**src/rtl/packed_array_assembler.sv**
```systemverilog
// -----------------------------------------------------------------------------
// packed_array_assembler
//   Collects ELEM_W-bit elements from a valid/ready stream and assembles them
//   into a packed [OUTER-1:0][INNER-1:0][ELEM_W-1:0] frame. The frame is then
//   offered on a valid/ready output. A frame whose in_last marker is early or
//   missing is dropped, and frame_err pulses for one cycle.
//
// Ports
//   clk        rising-edge clock
//   rst        asynchronous, active-high reset
//   in_valid   element present on in_data
//   in_ready   element can be accepted this cycle (!out_valid || out_ready)
//   in_data    element value
//   in_last    final element of a frame
//   out_valid  complete frame held on out_data
//   out_ready  consumer accepts the frame
//   out_data   assembled frame; element [i][j] sits at bits (i*INNER+j)*ELEM_W
//   frame_err  one-cycle pulse after a framing error
//   elem_cnt   number of elements accepted into the current frame
// -----------------------------------------------------------------------------
module packed_array_assembler #(
  parameter int OUTER  = 2,
  parameter int INNER  = 3,
  parameter int ELEM_W = 4
) (
  input  logic                                     clk,
  input  logic                                     rst,
  input  logic                                     in_valid,
  output logic                                     in_ready,
  input  logic [ELEM_W-1:0]                        in_data,
  input  logic                                     in_last,
  output logic                                     out_valid,
  input  logic                                     out_ready,
  output logic [OUTER-1:0][INNER-1:0][ELEM_W-1:0]  out_data,
  output logic                                     frame_err,
  output logic [$clog2(OUTER*INNER+1)-1:0]         elem_cnt
);

  localparam int N  = OUTER * INNER;
  localparam int CW = $clog2(N + 1);
  localparam int IW = (OUTER > 1) ? $clog2(OUTER) : 1;
  localparam int JW = (INNER > 1) ? $clog2(INNER) : 1;

  localparam logic [0:0] S_FILL = 1'b0;
  localparam logic [0:0] S_HOLD = 1'b1;

  logic [0:0]                             r_state;
  logic [IW-1:0]                          r_i;
  logic [JW-1:0]                          r_j;
  logic [CW-1:0]                          r_cnt;
  logic                                   r_err;
  logic [OUTER-1:0][INNER-1:0][ELEM_W-1:0] r_data;

  logic          w_hold;
  logic          w_accept;
  logic          w_handshake;
  logic [IW-1:0] w_i;
  logic [JW-1:0] w_j;
  logic [CW-1:0] w_cnt;
  logic          w_at_last;

  assign w_hold      = (r_state == S_HOLD);
  assign in_ready    = !w_hold || out_ready;
  assign w_accept    = in_valid && in_ready;
  assign w_handshake = w_hold && out_ready;

  // An accept while holding always coincides with the output handshake, so
  // that element starts a fresh frame at slot [0][0] regardless of r_i/r_j.
  assign w_i   = w_hold ? '0 : r_i;
  assign w_j   = w_hold ? '0 : r_j;
  assign w_cnt = w_hold ? '0 : r_cnt;

  assign w_at_last = (w_i == IW'(OUTER - 1)) && (w_j == JW'(INNER - 1));

  assign out_valid = w_hold;
  assign out_data  = r_data;
  assign frame_err = r_err;
  assign elem_cnt  = r_cnt;

  // Frame assembly, hold/handshake sequencing and framing-error detection.
  always_ff @(posedge clk or posedge rst) begin
    if (rst) begin
      r_state <= S_FILL;
      r_i     <= '0;
      r_j     <= '0;
      r_cnt   <= '0;
      r_err   <= 1'b0;
      r_data  <= '0;
    end else begin
      r_err <= 1'b0;
      if (w_accept) begin
        if (in_last && w_at_last) begin
          // Correctly terminated frame: present it next cycle.
          r_data[w_i][w_j] <= in_data;
          r_state          <= S_HOLD;
          r_i              <= '0;
          r_j              <= '0;
          r_cnt            <= CW'(N);
        end else if (in_last || w_at_last) begin
          // Early or missing in_last: drop the partial frame.
          r_data  <= '0;
          r_state <= S_FILL;
          r_i     <= '0;
          r_j     <= '0;
          r_cnt   <= '0;
          r_err   <= 1'b1;
        end else begin
          r_data[w_i][w_j] <= in_data;
          r_state          <= S_FILL;
          r_cnt            <= w_cnt + CW'(1);
          if (w_j == JW'(INNER - 1)) begin
            r_j <= '0;
            r_i <= w_i + IW'(1);
          end else begin
            r_j <= w_j + JW'(1);
            r_i <= w_i;
          end
        end
      end else if (w_handshake) begin
        // Frame consumed with nothing arriving: stale data stays but is hidden.
        r_state <= S_FILL;
        r_cnt   <= '0;
      end
    end
  end

endmodule
```
**config.mk**
```make
export PLATFORM = sky130hd
export DESIGN_NAME = packed_array_assembler
export DESIGN_NICKNAME = d
export VERILOG_FILES = /design/src/rtl/packed_array_assembler.sv
export SDC_FILE = /design/constraint.sdc
export NUM_CORES = 1
export LEC_CHECK = 0
export ABC_AREA = 1
export BUFFER_PORTS_ARGS = -buffer_cell sky130_fd_sc_hd__buf_4
export CAP_MARGIN = 0
export CORE_MARGIN = 1
export CORE_UTILIZATION = 52
export DETAILED_ROUTE_END_ITERATION = 16
export PLACE_DENSITY = 0.84
export SETUP_SLACK_MARGIN = 0.4
export SYNTH_ARGS = -nofsm -noshare
export SYNTH_HDL_FRONTEND = slang
export SYNTH_SLANG_ARGS = --single-unit
export TNS_END_PERCENT = 30
```
**constraint.sdc**
```tcl
create_clock -name clk -period 2.2 [get_ports clk]
set_input_delay 0.22 -clock clk [delete_from_list [all_inputs] [get_ports clk]]
set_output_delay 0.22 -clock clk [all_outputs]
set_load 0.05 [all_outputs]
```
==> reports/metrics.yaml <==
grt:
  pin_count_of_the_biggest_net_entering_global_routing: 33
  global_route.overflow_total: 0
  grt_pass1_wl_um: 5650
  gr-usage-all-layers_pct: 23.1
  grt_antenna_before_repair: 0
  grt_pass1_vias: 1307
timing:
  rsz_0062_raised_after_global_routing: "false"
  fin_worst_skew_ns: 0.00350
  max_freq_mhz: 601
  setup_viol: 0
  report.final.slew_viol_count: 0
  share_of_the_cycle_needed_by_the_critical_path_after_routing_pct: 75.7
  tns_ns: 0
  fin_crit_ns: 1.66
  worst-slew-pin-transition_ns: 0.395
  hold_viol: 0
  slew-limit-headroom_pct: 73.6
routing:
  detailroute.via_count: 1426
  detail_route.drc_violations: 2
  drt_wl_total_um: 3570
  drtPass1Iterations: 10
  average_vias_per_placed_instance: 5.22
  antenna_violating_nets_left: 0
  detailedRoute.firstIterationViolations: 46
  routed_wirelength_normalized_by_instance_count_um: 13.1
finish:
  final_cell_mix: "sky130_fd_sc_hd__nor2_1, sky130_fd_sc_hd__buf_4, sky130_fd_sc_hd__nand2_1, sky130_fd_sc_hd__dfrtp_1, sky130_fd_sc_hd__inv_1"
  finalNetCount: 254
  most_common_library_cell_in_the_layout_ignoring_fill_and_taps: "sky130_fd_sc_hd__nor2_1"
  fraction_of_layout_instances_using_a_drive_strength_above_1_pct: 26.0
  areaGrowthSynthToFinish_pct: 29.4
  antennaDiodeCount: 0
worst_hold_path:
  min_path_type: "input pin to flop"
cts:
  tritoncts_clock_tree: "yes"
  clkSlewWorstSetupHoldPaths_ns: 0.10
  cts.htree.levels: 2
  total_clock_buffers_created_by_cts: 5
  clock-sinks: 32
  clock_latency_reported_for_the_late_side_of_the_worst_skew_pair_ns: 0.34
  clockRootBuffer: "sky130_fd_sc_hd__clkbuf_4"
  cts.path.max_buffers: 2
floorplan:
  die_width_um: 57.0
  floorplan.initialDensity_pct: 56.2
  fp.dieArea_um2: 3250
  std_cell_rows: 19
  die-height_um: 57.0
  placeableCoreArea_um2: 2810
  io_pins: 39
placement:
  placement.io_buffers: 38
  dp.final_hpwl_um: 2400
  place.gp.congestion: 0.794
status:
  violations: "design-rule violations"
  status: "finished, violations left"
worst_setup_path:
  timing_worst_setup_path_type: "flop to flop"
  data_required_time_of_the_worst_path_ns: 2.44
  critPathLaunchType: "flop"
  critical_path.max_fanout: 11
  critical_path_arrival_ns: 1.90
  cp-end-kind: "flop"
power:
  design_power_total_mw: 1.86
  power_leakage_nw: 1.13
  irDropWorstVdd_mv: 0.587
  powerDensity_nw_per_um2: 912
synth:
  synth_sequential_area_ratio_pct: 50.8
  yosys.cell_types.count: 20
  synthesis.area_per_instance_um2: 8.04
  yosys_warnings: 0
  synth_cells: 196
  post_synthesis_net_count: 209
  post_synth_design_cell_area_um2: 1580
  synth.ff_latch_count: 32
job:
  drv.max_cap_violation_count: 0
## metrics by stage
stage	util [%]	hold slack, ns	instances	area (um2)	setup slack [ns]
2_1_floorplan	-	0.336	196	1580	0.466
3_3_place_gp	66.9	0.335	262	1880	0.388
3_5_place_dp	66.9	0.335	262	1880	0.315
4_1_cts	71.0	0.172	271	1990	0.445
5_1_grt	72.7	0.180	273	2040	0.422
6_report	72.7	0.169	273	2040	0.535
## kinds of logic (layout without fill, tap and decap cells)
| family | count (synthesis) | after routing | share of synthesized area, % |
|---|---|---|---|
| AOI/OAI and AO/OA | 28 | 28 | 11.5 |
| adders and majority gates | 4 | 4 | 3.18 |
| buffers and inverters | 31 | 75 | 8.66 |
| DFF | 32 | 32 | 50.8 |
| and+or+nand+nor | 101 | 103 | 25.8 |
## metal layers
layer  global-route usage, %  up-vias  part of all wire (%)
met3                    5.90       10                   5.7
met4                    8.36        0                   1.5
met1                    30.4      671                    44
met5                       0        -                     0
li1                        -      701                     -
met2                    37.1       44                    49
## power by group
group          switching [mW]  total [mW]  internal, mW
Sequential             0.0506       0.717         0.666
Clock                   0.209       0.511         0.302
Combinational           0.447       0.631         0.184
## final timing paths
path                              start      endpoint  slack (ns)  cells past startpoint
setup / recovery              out_valid   out_data[7]        0.54                      6
hold / removal               in_data[3]  out_data[23]        0.17                      3
setup reg to reg              out_valid   out_data[7]        0.54                      6
hold reg to reg            out_data[11]  out_data[11]        0.56                      2
max in group asynchronous           rst     out_valid        1.37                      4
min in group asynchronous           rst  out_data[20]        0.52                      4
## flip-flops by register name, summed over array words and instances, names as in the netlist
name	count
r_i	1
elem_cnt	3
frame_err	1
out_data	24
out_valid	1
r_j	2
## what timing repair did
item	in CTS	in global routing
setup endpoints to repair	24	24
pin swaps	0	1
hold endpoints to repair	32	0
hold buffers	1	0
buffers inserted	0	0
gates cloned	0	2
resized for setup	1	7
## critical path, cell delays in order (launching register included)
cell and delay [ns]:
sky130_fd_sc_hd__dfrtp_2 0.51, sky130_fd_sc_hd__inv_1 0.17, sky130_fd_sc_hd__nand3_1 0.32, sky130_fd_sc_hd__nor2_1 0.19
sky130_fd_sc_hd__nand2_1 0.14, sky130_fd_sc_hd__nor2_1 0.16, sky130_fd_sc_hd__nor2_1 0.07
## layout make-up
cell class | count | area, um2
clock buffer | 7 | 65.1
clock inverter | 1 | 30.0
fill | 219 | 767
inverter | 27 | 101
multi-input combinational | 135 | 698
sequential | 32 | 802
tap | 31 | 38.8
timing repair buffer | 40 | 303
## synthesized netlist by cell type
cell type	number	area (um2)
sky130_fd_sc_hd__a21oi_1	1	5.00
sky130_fd_sc_hd__a21oi_4	1	16.3
sky130_fd_sc_hd__buf_2	1	5.00
sky130_fd_sc_hd__buf_4	1	7.51
sky130_fd_sc_hd__buf_6	2	22.5
sky130_fd_sc_hd__dfrtp_1	32	801
sky130_fd_sc_hd__ha_1	4	50.1
sky130_fd_sc_hd__inv_1	26	97.6
sky130_fd_sc_hd__inv_2	1	3.75
sky130_fd_sc_hd__nand2_1	35	131
sky130_fd_sc_hd__nand2_2	1	6.26
sky130_fd_sc_hd__nand3_1	6	30.0
sky130_fd_sc_hd__nand3_2	2	20.0
sky130_fd_sc_hd__nor2_1	54	203
sky130_fd_sc_hd__nor2_2	1	6.26
sky130_fd_sc_hd__nor3_1	2	10.0
sky130_fd_sc_hd__o21ai_0	13	65.1
sky130_fd_sc_hd__o21ai_2	1	8.76
sky130_fd_sc_hd__o21bai_1	9	67.6
sky130_fd_sc_hd__o22ai_1	3	18.8
Power figures use the tool's default switching activity.
